File: src/rtl/slice_pkg.sv
// Shared types for the slice reader.
//   mems_t  : two banks (a, b) of ROWS x COLS entries, W bits each, at the
//             default build size; slice_mem declares the same a/b layout
//             at its own parameter sizes.
//   bank_e  : bank select encoding (BANK_A = 0, BANK_B = 1).
//   state_e : reader FSM states.
package slice_pkg;

  localparam int SLICE_W    = 4;
  localparam int SLICE_ROWS = 2;
  localparam int SLICE_COLS = 4;

  typedef enum logic {
    BANK_A = 1'b0,
    BANK_B = 1'b1
  } bank_e;

  typedef enum logic {
    IDLE  = 1'b0,
    SWEEP = 1'b1
  } state_e;

  typedef struct {
    logic [SLICE_W-1:0] a [SLICE_ROWS][SLICE_COLS];
    logic [SLICE_W-1:0] b [SLICE_ROWS][SLICE_COLS];
  } mems_t;

endpackage

File: src/rtl/slice_reader_if.sv
// Read request / read response channels of the slice reader.
//
// Handshake rule (both channels): a transfer happens on a rising clock edge
// where valid and ready are both 1. The sender holds valid and its payload
// stable until that edge; ready may change freely and never waits on valid.
//
//   request : req_valid, req_sweep, req_bank, req_row, req_col  (master -> slave)
//             req_ready                                        (slave -> master)
//   response: rsp_valid, rsp_data, rsp_last, rsp_err           (slave -> master)
//             rsp_ready                                        (master -> slave)
interface slice_reader_if #(
  parameter int W    = 4,
  parameter int ROWS = 2,
  parameter int COLS = 4
);
  localparam int RW = $clog2(ROWS);
  localparam int CW = $clog2(COLS);

  logic          req_valid;
  logic          req_ready;
  logic          req_sweep;
  logic          req_bank;
  logic [RW-1:0] req_row;
  logic [CW-1:0] req_col;

  logic          rsp_valid;
  logic          rsp_ready;
  logic [W-1:0]  rsp_data;
  logic          rsp_last;
  logic          rsp_err;

  modport master (
    output req_valid, req_sweep, req_bank, req_row, req_col, rsp_ready,
    input  req_ready, rsp_valid, rsp_data, rsp_last, rsp_err
  );

  modport slave (
    input  req_valid, req_sweep, req_bank, req_row, req_col, rsp_ready,
    output req_ready, rsp_valid, rsp_data, rsp_last, rsp_err
  );

endinterface

File: src/rtl/slice_mem.sv
// Two-bank entry storage with one write port and one combinational read port.
//   clk, rst_n             : clock, async active-low reset (clears all entries)
//   wr_en/bank/row/col/data: write port; rows >= ROWS are ignored
//   rd_bank/row/col        : read address
//   rd_data, rd_err        : read data (write-first), error for row >= ROWS
module slice_mem
  import slice_pkg::*;
#(
  parameter int W    = 4,
  parameter int ROWS = 2,
  parameter int COLS = 4,
  localparam int RW  = $clog2(ROWS),
  localparam int CW  = $clog2(COLS)
) (
  input  logic          clk,
  input  logic          rst_n,
  input  logic          wr_en,
  input  bank_e         wr_bank,
  input  logic [RW-1:0] wr_row,
  input  logic [CW-1:0] wr_col,
  input  logic [W-1:0]  wr_data,
  input  bank_e         rd_bank,
  input  logic [RW-1:0] rd_row,
  input  logic [CW-1:0] rd_col,
  output logic [W-1:0]  rd_data,
  output logic          rd_err
);

  typedef struct {
    logic [W-1:0] a [ROWS][COLS];
    logic [W-1:0] b [ROWS][COLS];
  } bank_pair_t;

  bank_pair_t mem;

  logic wr_ok;
  logic rd_ok;

  // The extra zero bit keeps the compare wide enough to see ROWS itself
  // when ROWS is a power of two.
  assign wr_ok = wr_en && ({1'b0, wr_row} < (RW+1)'(ROWS));
  assign rd_ok = ({1'b0, rd_row} < (RW+1)'(ROWS));

  always_ff @(posedge clk or negedge rst_n) begin
    if (!rst_n) begin
      for (int r = 0; r < ROWS; r++) begin
        for (int c = 0; c < COLS; c++) begin
          mem.a[r][c] <= '0;
          mem.b[r][c] <= '0;
        end
      end
    end else if (wr_ok) begin
      if (wr_bank == BANK_A) mem.a[wr_row][wr_col] <= wr_data;
      else                   mem.b[wr_row][wr_col] <= wr_data;
    end
  end

  // A write to the entry being read this cycle is forwarded so the reader
  // captures the new value on the same edge that stores it.
  always_comb begin
    rd_data = '0;
    rd_err  = 1'b0;
    if (!rd_ok) begin
      rd_err = 1'b1;
    end else if (wr_ok && (wr_bank == rd_bank) && (wr_row == rd_row) &&
                 (wr_col == rd_col)) begin
      rd_data = wr_data;
    end else if (rd_bank == BANK_A) begin
      rd_data = mem.a[rd_row][rd_col];
    end else begin
      rd_data = mem.b[rd_row][rd_col];
    end
  end

endmodule

File: src/rtl/slice_reader.sv
// Slice reader: single-entry reads or a full sweep of both banks, delivered
// through a one-deep response register.
//   clk, rst_n        : clock, async active-low reset
//   wr_*              : write port into the storage (active in any state)
//   bus (slave)       : request channel in, response channel out
//   dbg_state         : current FSM state
module slice_reader
  import slice_pkg::*;
#(
  parameter int W    = 4,
  parameter int ROWS = 2,
  parameter int COLS = 4
) (
  input  logic                    clk,
  input  logic                    rst_n,
  input  logic                    wr_en,
  input  logic                    wr_bank,
  input  logic [$clog2(ROWS)-1:0] wr_row,
  input  logic [$clog2(COLS)-1:0] wr_col,
  input  logic [W-1:0]            wr_data,
  slice_reader_if.slave           bus,
  output state_e                  dbg_state
);

  localparam int RW      = $clog2(ROWS);
  localparam int CW      = $clog2(COLS);
  localparam int BANK_SZ = ROWS * COLS;
  localparam int N       = 2 * BANK_SZ;
  localparam int CNT_W   = $clog2(N);
  localparam logic [CNT_W-1:0] TERM = CNT_W'(N - 1);

  state_e           state, state_nx;
  logic [CNT_W-1:0] cnt, cnt_nx;

  logic         rsp_valid, rsp_last, rsp_err;
  logic [W-1:0] rsp_data;

  logic          can_load, accept, load, load_last;
  bank_e         rd_bank;
  logic [RW-1:0] rd_row;
  logic [CW-1:0] rd_col;
  logic [W-1:0]  rd_data;
  logic          rd_err;

  // Sweep index decomposition: counter = bank*BANK_SZ + row*COLS + col.
  // COLS is a power of two, so row/col are plain bit fields of the remainder.
  logic             sw_hi;
  logic [RW+CW-1:0] sw_rem;
  logic [RW-1:0]    sw_row;
  logic [CW-1:0]    sw_col;

  assign sw_hi  = (cnt >= CNT_W'(BANK_SZ));
  assign sw_rem = (RW+CW)'(sw_hi ? (cnt - CNT_W'(BANK_SZ)) : cnt);
  assign sw_row = sw_rem[CW +: RW];
  assign sw_col = sw_rem[CW-1:0];

  // Output register is free when empty or when its content leaves this edge.
  assign can_load      = !rsp_valid || bus.rsp_ready;
  assign bus.req_ready = (state == IDLE) && can_load;
  assign accept        = bus.req_valid && bus.req_ready;

  slice_mem #(.W(W), .ROWS(ROWS), .COLS(COLS)) u_mem (
    .clk     (clk),
    .rst_n   (rst_n),
    .wr_en   (wr_en),
    .wr_bank (bank_e'(wr_bank)),
    .wr_row  (wr_row),
    .wr_col  (wr_col),
    .wr_data (wr_data),
    .rd_bank (rd_bank),
    .rd_row  (rd_row),
    .rd_col  (rd_col),
    .rd_data (rd_data),
    .rd_err  (rd_err)
  );

  always_ff @(posedge clk or negedge rst_n) begin
    if (!rst_n) begin
      state <= IDLE;
      cnt   <= '0;
    end else begin
      state <= state_nx;
      cnt   <= cnt_nx;
    end
  end

  always_comb begin
    state_nx  = state;
    cnt_nx    = cnt;
    load      = 1'b0;
    load_last = 1'b0;
    rd_bank   = bank_e'(bus.req_bank);
    rd_row    = bus.req_row;
    rd_col    = bus.req_col;
    case (state)
      IDLE: begin
        if (accept) begin
          if (bus.req_sweep) begin
            state_nx = SWEEP;
            cnt_nx   = '0;
          end else begin
            load      = 1'b1;
            load_last = 1'b1;
          end
        end
      end
      SWEEP: begin
        rd_bank = sw_hi ? BANK_B : BANK_A;
        rd_row  = sw_row;
        rd_col  = sw_col;
        if (can_load) begin
          load = 1'b1;
          if (cnt == TERM) begin
            load_last = 1'b1;
            state_nx  = IDLE;
            cnt_nx    = '0;
          end else begin
            cnt_nx = cnt + CNT_W'(1);
          end
        end
      end
      default: state_nx = IDLE;
    endcase
  end

  always_ff @(posedge clk or negedge rst_n) begin
    if (!rst_n) begin
      rsp_valid <= 1'b0;
      rsp_data  <= '0;
      rsp_last  <= 1'b0;
      rsp_err   <= 1'b0;
    end else if (load) begin
      rsp_valid <= 1'b1;
      rsp_data  <= rd_data;
      rsp_last  <= load_last;
      rsp_err   <= rd_err;
    end else if (rsp_valid && bus.rsp_ready) begin
      rsp_valid <= 1'b0;
    end
  end

  assign bus.rsp_valid = rsp_valid;
  assign bus.rsp_data  = rsp_data;
  assign bus.rsp_last  = rsp_last;
  assign bus.rsp_err   = rsp_err;
  assign dbg_state     = state;

endmodule
File: src/flat_wrapper.sv
// flat-port wrapper written by rule: the top's interface ports become plain ports
module slice_reader_flat import slice_pkg::*;
#(
  parameter int W    = 4,
  parameter int ROWS = 2,
  parameter int COLS = 4
)
  (clk, rst_n, wr_en, wr_bank, wr_row, wr_col, wr_data, dbg_state, bus_req_valid, bus_req_sweep, bus_req_bank, bus_req_row, bus_req_col, bus_rsp_ready, bus_req_ready, bus_rsp_valid, bus_rsp_data, bus_rsp_last, bus_rsp_err);
  slice_reader_if #(.W(W), .ROWS(ROWS), .COLS(COLS)) bus_i ();
  input  logic clk;
  input  logic rst_n;
  input  logic wr_en;
  input  logic wr_bank;
  input  logic [$clog2(ROWS)-1:0] wr_row;
  input  logic [$clog2(COLS)-1:0] wr_col;
  input  logic [W-1:0] wr_data;
  output state_e dbg_state;
  input wire logic [$bits(bus_i.req_valid)-1:0] bus_req_valid;
  input wire logic [$bits(bus_i.req_sweep)-1:0] bus_req_sweep;
  input wire logic [$bits(bus_i.req_bank)-1:0] bus_req_bank;
  input wire logic [$bits(bus_i.req_row)-1:0] bus_req_row;
  input wire logic [$bits(bus_i.req_col)-1:0] bus_req_col;
  input wire logic [$bits(bus_i.rsp_ready)-1:0] bus_rsp_ready;
  output wire logic [$bits(bus_i.req_ready)-1:0] bus_req_ready;
  output wire logic [$bits(bus_i.rsp_valid)-1:0] bus_rsp_valid;
  output wire logic [$bits(bus_i.rsp_data)-1:0] bus_rsp_data;
  output wire logic [$bits(bus_i.rsp_last)-1:0] bus_rsp_last;
  output wire logic [$bits(bus_i.rsp_err)-1:0] bus_rsp_err;
  assign bus_i.req_valid = bus_req_valid;
  assign bus_i.req_sweep = bus_req_sweep;
  assign bus_i.req_bank = bus_req_bank;
  assign bus_i.req_row = bus_req_row;
  assign bus_i.req_col = bus_req_col;
  assign bus_i.rsp_ready = bus_rsp_ready;
  assign bus_req_ready = bus_i.req_ready;
  assign bus_rsp_valid = bus_i.rsp_valid;
  assign bus_rsp_data = bus_i.rsp_data;
  assign bus_rsp_last = bus_i.rsp_last;
  assign bus_rsp_err = bus_i.rsp_err;
  slice_reader #(.W(W), .ROWS(ROWS), .COLS(COLS)) u_core (.clk(clk), .rst_n(rst_n), .wr_en(wr_en), .wr_bank(wr_bank), .wr_row(wr_row), .wr_col(wr_col), .wr_data(wr_data), .bus(bus_i), .dbg_state(dbg_state));
endmodule
File: config.mk
export PLATFORM = sky130hd
export DESIGN_NAME = slice_reader_flat
export DESIGN_NICKNAME = d
export VERILOG_FILES = /design/src/rtl/slice_pkg.sv /design/src/rtl/slice_reader_if.sv /design/src/rtl/slice_mem.sv /design/src/rtl/slice_reader.sv /design/src/flat_wrapper.sv
export SDC_FILE = /design/constraint.sdc
export NUM_CORES = 1
export LEC_CHECK = 0
export CAP_MARGIN = 20
export CELL_PAD_IN_SITES_DETAIL_PLACEMENT = 2
export CELL_PAD_IN_SITES_GLOBAL_PLACEMENT = 2
export CORE_AREA = 2 2 103 105
export DETAILED_ROUTE_END_ITERATION = 6
export DIE_AREA = 0 0 105 107
export GPL_ROUTABILITY_DRIVEN = 0
export PLACE_DENSITY_LB_ADDON = 0.05
export SLEW_MARGIN = 10
export SYNTH_ARGS = -nofsm -noshare
export SYNTH_HDL_FRONTEND = slang
export SYNTH_SLANG_ARGS = --single-unit
File: constraint.sdc
create_clock -name clk -period 3.6 [get_ports clk]
set_input_delay 0.72 -clock clk [delete_from_list [all_inputs] [get_ports clk]]
set_output_delay 0.72 -clock clk [all_outputs]
set_load 0.01 [all_outputs]
**Yosys cells after proc, flatten, opt, wreduce, memory -nomap -nowiden**

Cells that the tools add are included.

- Add/subtract/negate cells: 2
- Magnitude comparators: 7
- Equality and inequality tests: 7
- Multiplexer cells: 44
- Bitwise logic cells: 6
- Reduce and logical (&&, ||, !) cells: 14

Operators with widths:

| kind | count |
|---|---|
| $mux 16 | 7 |
| $bwmux 32 | 2 |
| $mux 4 | 11 |
| $bmux 4 s2 | 2 |
| $demux 16 s1 | 1 |
| $mux 1 | 14 |
| $demux 4 s2 | 1 |
| $logic_and 1x1->1 | 8 |
| $pmux 4 s2 | 1 |
| $ge 3x3->1 const B | 2 |
| $not 2->3 | 2 |
| $pmux 1 s2 | 3 |
| $add 4x1->4 const B | 1 |
| $eq 4x4->1 const B | 1 |
| $ge 2x2->1 const B | 2 |
| $ge 4x4->1 const B | 1 |
| $ne 2x2->1 const B | 2 |
| $not 1->2 | 2 |
| $reduce_and 2->1 | 2 |
| $lt 3x1->1 const B | 1 |
| $mux 3 | 1 |
| $reduce_and 3->1 | 1 |
| $sub 3x1->3 const B | 1 |
| $eq 1x1->1 | 2 |
| other kinds (8) | 9 |

- Bits in registers: 75
- Bits of input ports: 18
- Output and inout port bits: 9
- Word-level logic and storage cells: 101

**Depth between registers and ports, before layout**

Gate-level depths: netlist of the first run.

- Depth in word-level cells: 12
- Depth in mapped cells: 9
- Mapped depth without buffers: 6

**Cells and area by module**

A second synthesis of the first run with hierarchy kept.

- Cells, all modules: 252
- Area, all modules: 3771.1 sq um

Modules (own cells, without submodules):

| module | instances | cells an instance | area an instance (sq um) | sequential area each (sq um) |
|---|---|---|---|---|
| slice_mem | 1 | 202 | 3160.5 | 1601.5 |
| slice_reader | 1 | 50 | 610.6 | 300.3 |

**Least setup slack after synthesis of the first run**

No wires, ideal clock.

- Path type: input to output
- Start: input port bus_rsp_ready
- End: output port bus_req_ready
- Arrival: 1302 ps
- Data required time: 2880 ps
- Slack: 1578 ps
- Cell stages on the path: 3
- Path buffers: 1
- Cell sequence: nand2b_1 > clkbuf_1 > nor2b_1

- Longest elaborated chain between the ends: 2

Ends and longest elaborated chain:

| item | RTL line | source |
|---|---|---|
| start, declared | flat_wrapper.sv:23 | `input wire logic [$bits(bus_i.rsp_ready)-1:0] bus_rsp_ready;` |
| $logic_or 1x1->1 | slice_reader.sv:58 | `assign can_load = !rsp_valid \|\| bus.rsp_ready;` |
| $logic_and 1x1->1 | slice_reader.sv:59 | `assign bus.req_ready = (state == IDLE) && can_load;` |
| end, declared | flat_wrapper.sv:24 | `output wire logic [$bits(bus_i.req_ready)-1:0] bus_req_ready;` |

No other way between the ends.

**Worst setup path after layout of the first run**

Ends and elaborated chain as after synthesis.

==> summary.md, run 1 <==
| Metric | Value |
|---|---|
| Status | completed |
| Reg2Reg Setup Slack | 1.11 ns |
| Setup_tns | 0 ns |
| Worst-path clk slew | 0.08 ns |
| Delay-heaviest family, CP | buffers and inverters |
| Dominant cell type by count on the critical path | clkdlybuf4s50_1 |
| Reg2reg start | u_core.dbg_state |
| Crit path largest cell delay | 0.56 ns |
| Tot GR Track Use | 25.2% |
| Post-CTS Setup Bufs | 0 |
| Synth-to-Final Area Change | 14.3% |
| RSZ-0062 raised after global routing | false |
| Critical Path RT | 2.88 ns |
| CP Depth | 4 |
| Worst skew pair latency | 0.36 ns |
| Metal3 WL | 436 um |
| Crit path to | bus_req_ready |
| R2R Path End | u_core.bus.rsp_data[1] |
| Clock share of power | 23.4% |
| Top cell type by total area after synthesis | dfrtp_1 |
| Seq pwr share | 35.7% |
| Tcrit/Tclk final | 82.6% |
| Via count | 3261 |
| Starting Density | 41.1% |
| Static leakage | 0.00192 uW |
| CP Cell Sequence | clkdlybuf4s50_1, nand2b_1, nor2b_1, clkdlybuf4s50_1 |
| Register area share after synthesis | 45.2% |
| Worst-case clock buffer depth | 2 |
| Global-route wire length before repair | 21100 um |
| Most frequent cells in the layout | dfrtp_1 (75), mux2_2 (64), o21ai_0 (43) |
| Top FF cell, synth | dfrtp_1 |
| Syn Inst Count | 394 |
| Fraction of registers with async set/reset | 100% |
| Syn_nets | 413 |
| Switching share of total power | 38.9% |
| GRT Residual Overflow | 0 |
| Crit Path Max Fanout | 9 |
| ANT cells | 0 |
| Cts hold-fix bufs | 0 |
| Bufs and invs on worst path | 2 |
| I/O pin count | 27 |
| Startpoint types | primary input |
| Slew Viols, Final | 0 |
| # port buffers | 25 |
| Detail Placement HPWL | 9220 um |
| Multi-input combinational cell area | 0.00214 sq mm |
| # setup viols final | 0 |
| Yosys cell types | 52 |
| Core Util, Final | 47.0% |
| Top cell type's share of synthesized area | 45.2% |
| Power per cell area | 759 mW/mm^2 |
| Slew HR | 34.1% |
| TritonCTS Buffers | 9 |
| Worst VDD drop | 0.324 mV |
| Hold Slack | 0.482 ns |
| Die H | 107 um |
| # DRC | 0 |
| Worst setup EP type | output port |
| Post-DRT Antenna Nets | 0 |
| Worst-margin pin slew | 0.988 ns |
| Fill cell count | 1070 |
| Vias in the first global route | 3632 |
| Netlist Area Pre-Place | 0.00415 sq mm |
| CP max stage cell | clkdlybuf4s50_1 |
| Sw power | 1400 uW |
| Core area | 0.0101 sq mm |
| Max Clk Rate | 336 MHz |
| Drt wl/cell | 23.9 um |
| CTS root buffer | clkbuf_8 |
| Pre-antenna DRT Iters | 4 |
| DR WL met2 | 6300 um |
| CP startpoint | bus_rsp_ready |
| Internal Power | 2200 uW |
| Wl on met1 | 6230 um |
| CP Class | primary input to output port |
| Die W | 105 um |
| Site Rows | 37 |
| DR iter-0 viols | 81 |
| Nets@finish | 433 |
| Synthesized flop and latch total | 75 |
| CTS resizes | 0 |
| Min Tclk post-route | 2.97 ns |
| Clk_skew | 0.00856 ns |
| Cell area after layout | 0.00474 sq mm |
| DR vias/cell | 5.88 |
| Class of the worst hold path | primary input to async pin |
| Area after DPL | 0.00448 sq mm |
| Top post-synthesis cells by area | dfrtp_1 (45%), mux2_2 (17%), o21ai_0 (5.2%), nor2_1 (3.7%), a31oi_1 (2.6%) |
| Commonest non-fill, non-tap cell in the layout | dfrtp_1 |
| Antenna violations before repair | 0 |
| WL final | 13200 um |
| Syn. warnings | 0 |
| Worst EP arrival | 2.25 ns |
| Reg2Reg Depth | 7 |
| Setup slack at placement | 0.650 ns |
| Syn Area/Cell | 10.5 sq um |
| Pin count of the biggest net entering global routing | 76 |
| CTS tree | yes |
| Clock tree sinks | 75 |
| Highest Signal Layer | met4 |
| DIE AREA | 0.0112 sq mm |
| Reg area | 0.00188 sq mm |
| CTS HTree Levels | 3 |
| Logic pwr share | 40.9% |
| Setup WS post-layout | 0.628 ns |
| Share of post-route cells with drive strength above 1 | 22.9% |
| Max Cap Viol | 0 |
| EDFF count, synth | 0 |
| Final Hold Viols | 0 |
[synth_stat cells (4+ instances only)]
cell type / instances
o21ai_1: 4
nand2_1: 12
inv_1: 4
dfrtp_1: 75
o31ai_1: 13
o21bai_1: 8
nor2b_1: 14
o21ai_0: 43
nand2b_1: 15
nor2_1: 41
or3_1: 5
a31oi_1: 17
buf_2: 7
clkbuf_1: 7
o22ai_1: 14
mux2_2: 64
[layout make-up]
class	count	share of cell area, %
clock inverters	4	2.00
well taps	136	3.59
multi-input cells	294	45.0
inverters	4	0.317
clock buffers	12	3.48
repair buffers	30	6.01
flip-flops and latches	75	39.6
[layer usage]
metal | track usage (%) | up-vias
met4 | 9.33 | 0
li1 | - | 1482
met3 | 4.68 | 23
met1 | 33.0 | 1702
met5 | 0 | -
met2 | 41.6 | 54
[registers in the layout, indices dropped and copies added (netlist names)]
name and count:
u_core.bus.rsp_data 4, u_core.dbg_state 1, u_core.bus.rsp_last 1, u_core.bus.rsp_valid 1
u_core.u_mem.mem 64, u_core.cnt 4
[how the worst min path moves through the flow]
stage	start	end	slack (ns)	cells past startpoint
2_1_floorplan	rst_n	u_core.bus.rsp_data[0]	0.42	0
3_3_place_gp	u_core.u_mem.mem[48]	u_core.u_mem.mem[48]	0.48	1
3_5_place_dp	u_core.u_mem.mem[27]	u_core.u_mem.mem[27]	0.49	1
4_1_cts	u_core.u_mem.mem[27]	u_core.u_mem.mem[27]	0.51	1
5_1_grt	u_core.u_mem.mem[46]	u_core.u_mem.mem[46]	0.53	1
6_report	rst_n	u_core.bus.rsp_valid	0.48	1
[power groups by stage]
stage | logic (uW) | registers (uW) | clock network, uW
3_5_place_dp | 1460 | 1300 | 0
3_3_place_gp | 1420 | 1290 | 0
6_report | 1470 | 1280 | 843
5_1_grt | 1620 | 1320 | 893
2_1_floorplan | 1050 | 1200 | 0
4_1_cts | 1480 | 1290 | 858
[per-stage QoR]
stage                     power [uW]  std cells
final                           3600        555
after global routing            3830        555
after floorplan                 2250        394
after detailed placement        2770        539
after global placement          2710        539
after CTS                       3620        555
[cells by family (layout without fill, tap and decap cells)]
kind of cell,count (synthesis),count (layout),share of synthesized area [%]
compound gates,117,117,18.4
xor+xnor,3,3,0.814
fa+ha+maj,1,1,0.301
buf+inv,25,50,3.32
flops,75,75,45.2
mux,70,70,19.5
other cells,1,1,0.0904
simple gates,102,102,12.3
Power figures use the tool's default switching activity.
==> run 2: changes to the inputs <==
- CORE_AREA: 2 2 103 105 -> 2 2 112 114
- DIE_AREA: 0 0 105 107 -> 0 0 114 116
- clock period: 3.6 -> 2.5 ns (I/O delays scaled with it)
==> run 2 against run 1 <==
Net effect:
- clock-buffer cell count down 1
- critical path depth decreased by 1
- final cell count grew 5.9%
- global-route usage fell by 2.4 points
- flip-flop and latch count is the same
- register-to-register slack got worse by 0.86 ns
- power up 57%
- cell area increased by 6.3%
- highest routed layer unchanged
- clock skew decreased by 0.0021 ns
- wire length increased by 5.3%
==> summary.md, run 2 (synthesis gave the netlist of run 1 again) <==
| Metric | Value |
|---|---|
| Status | completed (unchanged) |
| Number of flip-flops in the largest register | 64 (unchanged) |
| Post-DRT Antenna Nets | 0 (unchanged) |
| # DRC | 0 (unchanged) |
| Vias in the first global route | 3695 (was 3632) |
| Min Tclk post-route | 2.33 ns |
| Reg2Reg Depth | 6 (was 7) |
| Clk_skew | 0.00651 ns (was 0.00856 ns) |
| CP startpoint | u_core.dbg_state (was bus_rsp_ready) |
| Slew Viols, Final | 0 (unchanged) |
| Die H | 116 um (was 107 um) |
| Met1 usage | 30.2% (was 33.0%) |
| CP Class | flip-flop to output port (was primary input to output port) |
| Non-Filler Instances | 588 (was 555) |
| DR iter-0 viols | 125 (was 81) |
| CP Depth | 3 (was 4) |
| CTS resizes | 0 (unchanged) |
| Fill cell count | 1272 (was 1070) |
| Crit path largest cell delay | 0.56 ns (about the same) |
| Bufs and invs on worst path | 2 (unchanged) |
| Power per cell area | 1120 mW/mm^2 (was 759 mW/mm^2) |
| Startpoint types | flip-flop (was primary input) |
| Internal Power | 3570 uW (was 2200 uW) |
| # setup viols final | 0 (unchanged) |
| Tcrit/Tclk final | 93.2% |
| Static leakage | 0.00208 uW (was 0.00192 uW) |
| Reg2Reg Setup Slack | 0.25 ns (was 1.11 ns) |
| Crit path to | bus_req_ready (unchanged) |
| Pin count of the biggest net entering global routing | 40 (was 76) |
| Placed Cells incl. Taps | 572 (was 539) |
| # port buffers | 25 (unchanged) |
| Final Hold Viols | 0 (unchanged) |
| I/O pin count | 27 (unchanged) |
| Setup_tns | 0 ns (unchanged) |
| Worst VDD drop | 0.412 mV (was 0.324 mV) |
| GRT Residual Overflow | 0 (unchanged) |
| ANT cells | 0 (unchanged) |
| Clock share of power | 27.0% (was 23.4%) |
| Drt wl/cell | 23.7 um (was 23.9 um) |
| Reg2reg start | u_core.dbg_state (unchanged) |
| Worst skew pair latency | 0.35 ns (was 0.36 ns) |
| Worst-path clk slew | 0.06 ns (was 0.08 ns) |
| Tot GR Track Use | 22.8% (was 25.2%) |
| Delay-heaviest family, CP | buffers and inverters (unchanged) |
| Clock tree sinks | 75 (unchanged) |
| Most frequent cells in the layout | dfrtp_1 (75), mux2_2 (64), o21ai_0 (43) (unchanged) |
| Starting Density | 34.8% (was 41.1%) |
| TritonCTS Buffers | 9 (unchanged) |
| Commonest non-fill, non-tap cell in the layout | dfrtp_1 (unchanged) |
| Post-CTS Setup Bufs | 0 (unchanged) |
| Synth-to-Final Area Change | 21.5% (was 14.3%) |
| Worst-margin pin slew | 0.678 ns (was 0.988 ns) |
| DIE AREA | 0.0132 sq mm (was 0.0112 sq mm) |
| CTS root buffer | clkbuf_16 (was clkbuf_8) |
| Nets@finish | 455 (was 433) |
| Detail Placement HPWL | 10200 um (was 9220 um) |
| Sw power | 2100 uW (was 1400 uW) |
| Die W | 114 um (was 105 um) |
| CTS tree | yes (unchanged) |
| Switching share of total power | 37.0% (was 38.9%) |
| R2R Path End | u_core.bus.rsp_data[2] (was u_core.bus.rsp_data[1]) |
| Worst setup EP type | output port (unchanged) |
| Cts hold-fix bufs | 0 (unchanged) |
| Via count | 3384 (was 3261) |
| Antenna violations before repair | 0 (unchanged) |
| Crit Path Max Fanout | 11 (was 9) |
| Core area | 0.0119 sq mm (was 0.0101 sq mm) |
| Slew HR | 54.6% (was 34.1%) |
| RSZ-0062 raised after global routing | false (unchanged) |
| Pre-antenna DRT Iters | 4 (unchanged) |
| CTS HTree Levels | 3 (unchanged) |
| Class of the worst hold path | primary input to async pin (unchanged) |
| Critical Path RT | 2.00 ns (was 2.88 ns) |
| Share of post-route cells with drive strength above 1 | 26.5% (was 22.9%) |
| Max Cap Viol | 0 (unchanged) |
| Worst-case clock buffer depth | 2 (unchanged) |
| GRT met2 Usage | 37.1% (was 41.6%) |
| CP Cell Sequence | buf_4, nor2b_1, clkdlybuf4s50_1 (was clkdlybuf4s50_1, nand2b_1, nor2b_1, clkdlybuf4s50_1) |
| Logic pwr share | 41.1% (was 40.9%) |
| Global-route wire length before repair | 21900 um (was 21100 um) |
| Busiest grt layer | met2 (unchanged) |
| Grt met3 use | 4.18% (was 4.68%) |
| CP max stage cell | clkdlybuf4s50_1 (unchanged) |
| DR vias/cell | 5.76 (was 5.88) |
| WL final | 13900 um (was 13200 um) |
| Seq pwr share | 31.9% (was 35.7%) |
| Worst EP arrival | 1.83 ns (was 2.25 ns) |
| Total power | 5670 uW (was 3600 uW) |
| Site Rows | 40 (was 37) |
| Max Clk Rate | 429 MHz |
run 2: changes by cell type in the layout (fill, tap and decap cells not counted):
cell	before	now
clkbuf_8	12	1
buf_4	6	25
buf_12	0	3
clkbuf_1	0	1
clkbuf_16	0	9
clkinv_2	1	2
run 2: worst register-to-register path, delay by kind of cell (launching register included):
kind             cells  cell delay, ns
AND/OR/NAND/NOR      2            0.91
AO/OA/AOI/OAI        4            0.63
flip-flops           1            0.60
run 2: power by group through the flow:
stage | clock network (uW) | logic [uW] | registers (uW)
2_1_floorplan | 0 | 1510 | 1730
3_3_place_gp | 0 | 2280 | 1810
3_5_place_dp | 0 | 2340 | 1830
4_1_cts | 1560 | 2350 | 1810
5_1_grt | 1610 | 2560 | 1860
6_report | 1530 | 2330 | 1810
run 2: worst min path at each step:
stage                                   endpoint  slack, ns  depth (start not counted)
after global placement      u_core.u_mem.mem[14]       0.49                          1
after CTS                    u_core.bus.rsp_last       0.17                          1
after detailed placement    u_core.u_mem.mem[51]       0.50                          1
after global routing               u_core.cnt[3]       0.17                          1
final                              u_core.cnt[3]       0.15                          1
after floorplan           u_core.bus.rsp_data[0]       0.20                          0
run 2: final cells by class:
type                       instances  area, sq um  area share [%]
multi-input combinational        294         2140            42.4
inverter                           4         15.0           0.298
sequential                        75         1880            37.2
clock buffer                      11          243            4.81
clock inverter                     5          100            1.99
tap                              147          184            3.65
timing repair buffer              52          488            9.68
run 2: metrics by stage:
step	cell area, sq um	utilization [%]	hold slack, ns	setup WS (ns)
global route	5040	42.3	0.172	0.0775
detailed placement	4700	39.5	0.497	-0.0514
global placement	4700	39.5	0.487	-0.0493
floorplan	4150	-	0.204	0.690
finish	5040	42.3	0.149	0.171
CTS	5040	42.3	0.167	0.144
run 2: metal layers:
metal,up-vias,part of all wire (%)
li1,1536,-
met1,1774,47
met2,54,47
met3,20,3.3
met4,0,2.3
met5,-,0
==> run 3: changes to the inputs <==
- MAX_ROUTING_LAYER: not set -> met4
==> run 3 against run 2 <==
Net effect:
- hold slack barely moved
- clock skew barely moved
- maximum frequency fell by 0.34%
- cell area did not move
- critical path depth did not move
- power barely moved
- sequential share of layout area did not move
- wire length barely moved
==> summary.md, run 3 (synthesis gave the netlist of run 1 again) <==
| Metric | Value |
|---|---|
| Tcrit/Tclk final | 93.5% (was 93.2%) |
| Post-DRT Antenna Nets | 0 (unchanged) |
| Reg2Reg Depth | 7 (was 6) |
| DIE AREA | 0.0132 sq mm (unchanged) |
| CTS resizes | 0 (unchanged) |
| Slew HR | 55.5% (was 54.6%) |
| Max Cap Viol | 0 (unchanged) |
| Site Rows | 40 (unchanged) |
| TritonCTS Buffers | 9 (unchanged) |
| WL final | 13900 um (about the same) |
| Detail Placement HPWL | 10200 um (unchanged) |
| # setup viols final | 0 (unchanged) |
| Bufs and invs on worst path | 2 (unchanged) |
| # DRC | 0 (unchanged) |
| CTS root buffer | clkbuf_16 (unchanged) |
| Die W | 114 um (unchanged) |
| Global-route wire length before repair | 21900 um (unchanged) |
| Vias in the first global route | 3695 (unchanged) |
| ANT cells | 0 (unchanged) |
| Number of flip-flops in the largest register | 64 (unchanged) |
| Die H | 116 um (unchanged) |
| Power per cell area | 1120 mW/mm^2 (about the same) |
| Startpoint types | flip-flop (unchanged) |
| Worst skew pair latency | 0.35 ns (about the same) |
| Status | completed (unchanged) |
| Reg2Reg Setup Slack | 0.24 ns (was 0.25 ns) |
| Tot GR Track Use | 23.4% (was 22.8%) |
| Delay-heaviest family, CP | buffers and inverters (unchanged) |
| Crit Path Max Fanout | 11 (unchanged) |
| Crit path largest cell delay | 0.56 ns (about the same) |
| Nets@finish | 455 (unchanged) |
| Worst-path clk slew | 0.06 ns (about the same) |
| Via count | 3368 (was 3384) |
| DR iter-0 viols | 129 (was 125) |
| Clock tree sinks | 75 (unchanged) |
| Setup WS post-layout | 0.163 ns (was 0.171 ns) |
| Core area | 0.0119 sq mm (unchanged) |
| # port buffers | 25 (unchanged) |
| Worst VDD drop | 0.412 mV (about the same) |
| CP max stage cell | clkdlybuf4s50_1 (unchanged) |
| CTS HTree Levels | 3 (unchanged) |
| Pin count of the biggest net entering global routing | 40 (unchanged) |
| CTS tree | yes (unchanged) |
| Worst-margin pin slew | 0.666 ns (was 0.678 ns) |
| Synth-to-Final Area Change | 21.5% (unchanged) |
| Class of the worst hold path | primary input to async pin (unchanged) |
| CP Class | flip-flop to output port (unchanged) |
| Worst setup EP type | output port (unchanged) |
| Drt wl/cell | 23.7 um (about the same) |
| Clk_skew | 0.00655 ns (was 0.00651 ns) |
| Max Clk Rate | 428 MHz (was 429 MHz) |
| Most frequent cells in the layout | dfrtp_1 (75), mux2_2 (64), o21ai_0 (43) (unchanged) |
| Worst-case clock buffer depth | 2 (unchanged) |
| Pre-antenna DRT Iters | 4 (unchanged) |
| Critical Path RT | 2.00 ns (about the same) |
| Starting Density | 34.8% (unchanged) |
| I/O pin count | 27 (unchanged) |
| RSZ-0062 raised after global routing | false (unchanged) |
| Share of post-route cells with drive strength above 1 | 26.5% (unchanged) |
| Commonest non-fill, non-tap cell in the layout | dfrtp_1 (unchanged) |
| Static leakage | 0.00208 uW (unchanged) |
| GRT Residual Overflow | 0 (unchanged) |
| Slew Viols, Final | 0 (unchanged) |
| Final Hold Viols | 0 (unchanged) |
| Antenna violations before repair | 0 (unchanged) |
| Total power | 5670 uW (about the same) |
| Fill cell count | 1272 (unchanged) |
| CP Cell Sequence | buf_4, nor2b_1, clkdlybuf4s50_1 (unchanged) |
| Cts hold-fix bufs | 0 (unchanged) |
| Min Tclk post-route | 2.34 ns (was 2.33 ns) |
| Post-CTS Setup Bufs | 0 (unchanged) |
| CP Depth | 3 (unchanged) |
| Setup slack at placement | -0.0514 ns (unchanged) |
| Worst EP arrival | 1.84 ns (was 1.83 ns) |
| DR vias/cell | 5.73 (was 5.76) |
run 3: cell counts in the layout (fill, tap and decap cells not counted):
No cell type changed its count.
run 3: worst reg2reg max path: cells and delay by family, from the launching register on:
| family | cells | cell delay [ns] |
|---|---|---|
| AND/OR/NAND/NOR | 2 | 0.21 |
| flip-flops | 1 | 0.61 |
| AO/OA/AOI/OAI | 4 | 1.09 |
| buffers and inverters | 1 | 0.26 |
run 3: worst paths after layout:
check	to	start
setup / recovery	bus_req_ready	u_core.dbg_state
hold / removal	u_core.bus.rsp_last	rst_n
setup reg to reg	u_core.bus.rsp_data[1]	u_core.dbg_state
hold reg to reg	u_core.u_mem.mem[14]	u_core.u_mem.mem[14]
max in group asynchronous	u_core.u_mem.mem[13]	rst_n
min in group clk	u_core.u_mem.mem[14]	u_core.u_mem.mem[14]
run 3: per-layer routing:
metal,GRT usage (%),routed length [um]
met3,3.09,335
met1,30.1,6620
met5,-,0
met2,37.3,6560
met4,10.3,432
run 3: metrics by stage:
stage | cell area, sq um | setup TNS (ns) | utilization, % | std cells | hold slack [ns]
4_1_cts | 5040 | 0 | 42.3 | 588 | 0.167
5_1_grt | 5040 | 0 | 42.3 | 588 | 0.177
6_report | 5040 | 0 | 42.3 | 588 | 0.149
2_1_floorplan | 4150 | 0 | - | 394 | 0.204
3_3_place_gp | 4700 | -0.0493 | 39.5 | 572 | 0.487
3_5_place_dp | 4700 | -0.0961 | 39.5 | 572 | 0.497
run 3: cell type report:
type | instances | area (sq um) | share of cell area [%]
well taps | 147 | 184 | 3.65
repair buffers | 52 | 488 | 9.68
inverters | 4 | 15.0 | 0.298
multi-input cells | 294 | 2140 | 42.4
clock inverters | 5 | 100 | 1.99
flip-flops and latches | 75 | 1880 | 37.2
clock buffers | 11 | 243 | 4.81
run 3: power by group:
part / leakage, uW / switching (uW) / total [uW] / internal, uW
sequential: 0.000913 / 275 / 1810 / 1530
combinational: 0.000995 / 1290 / 2330 / 1040
clock: 0.000169 / 531 / 1530 / 1000
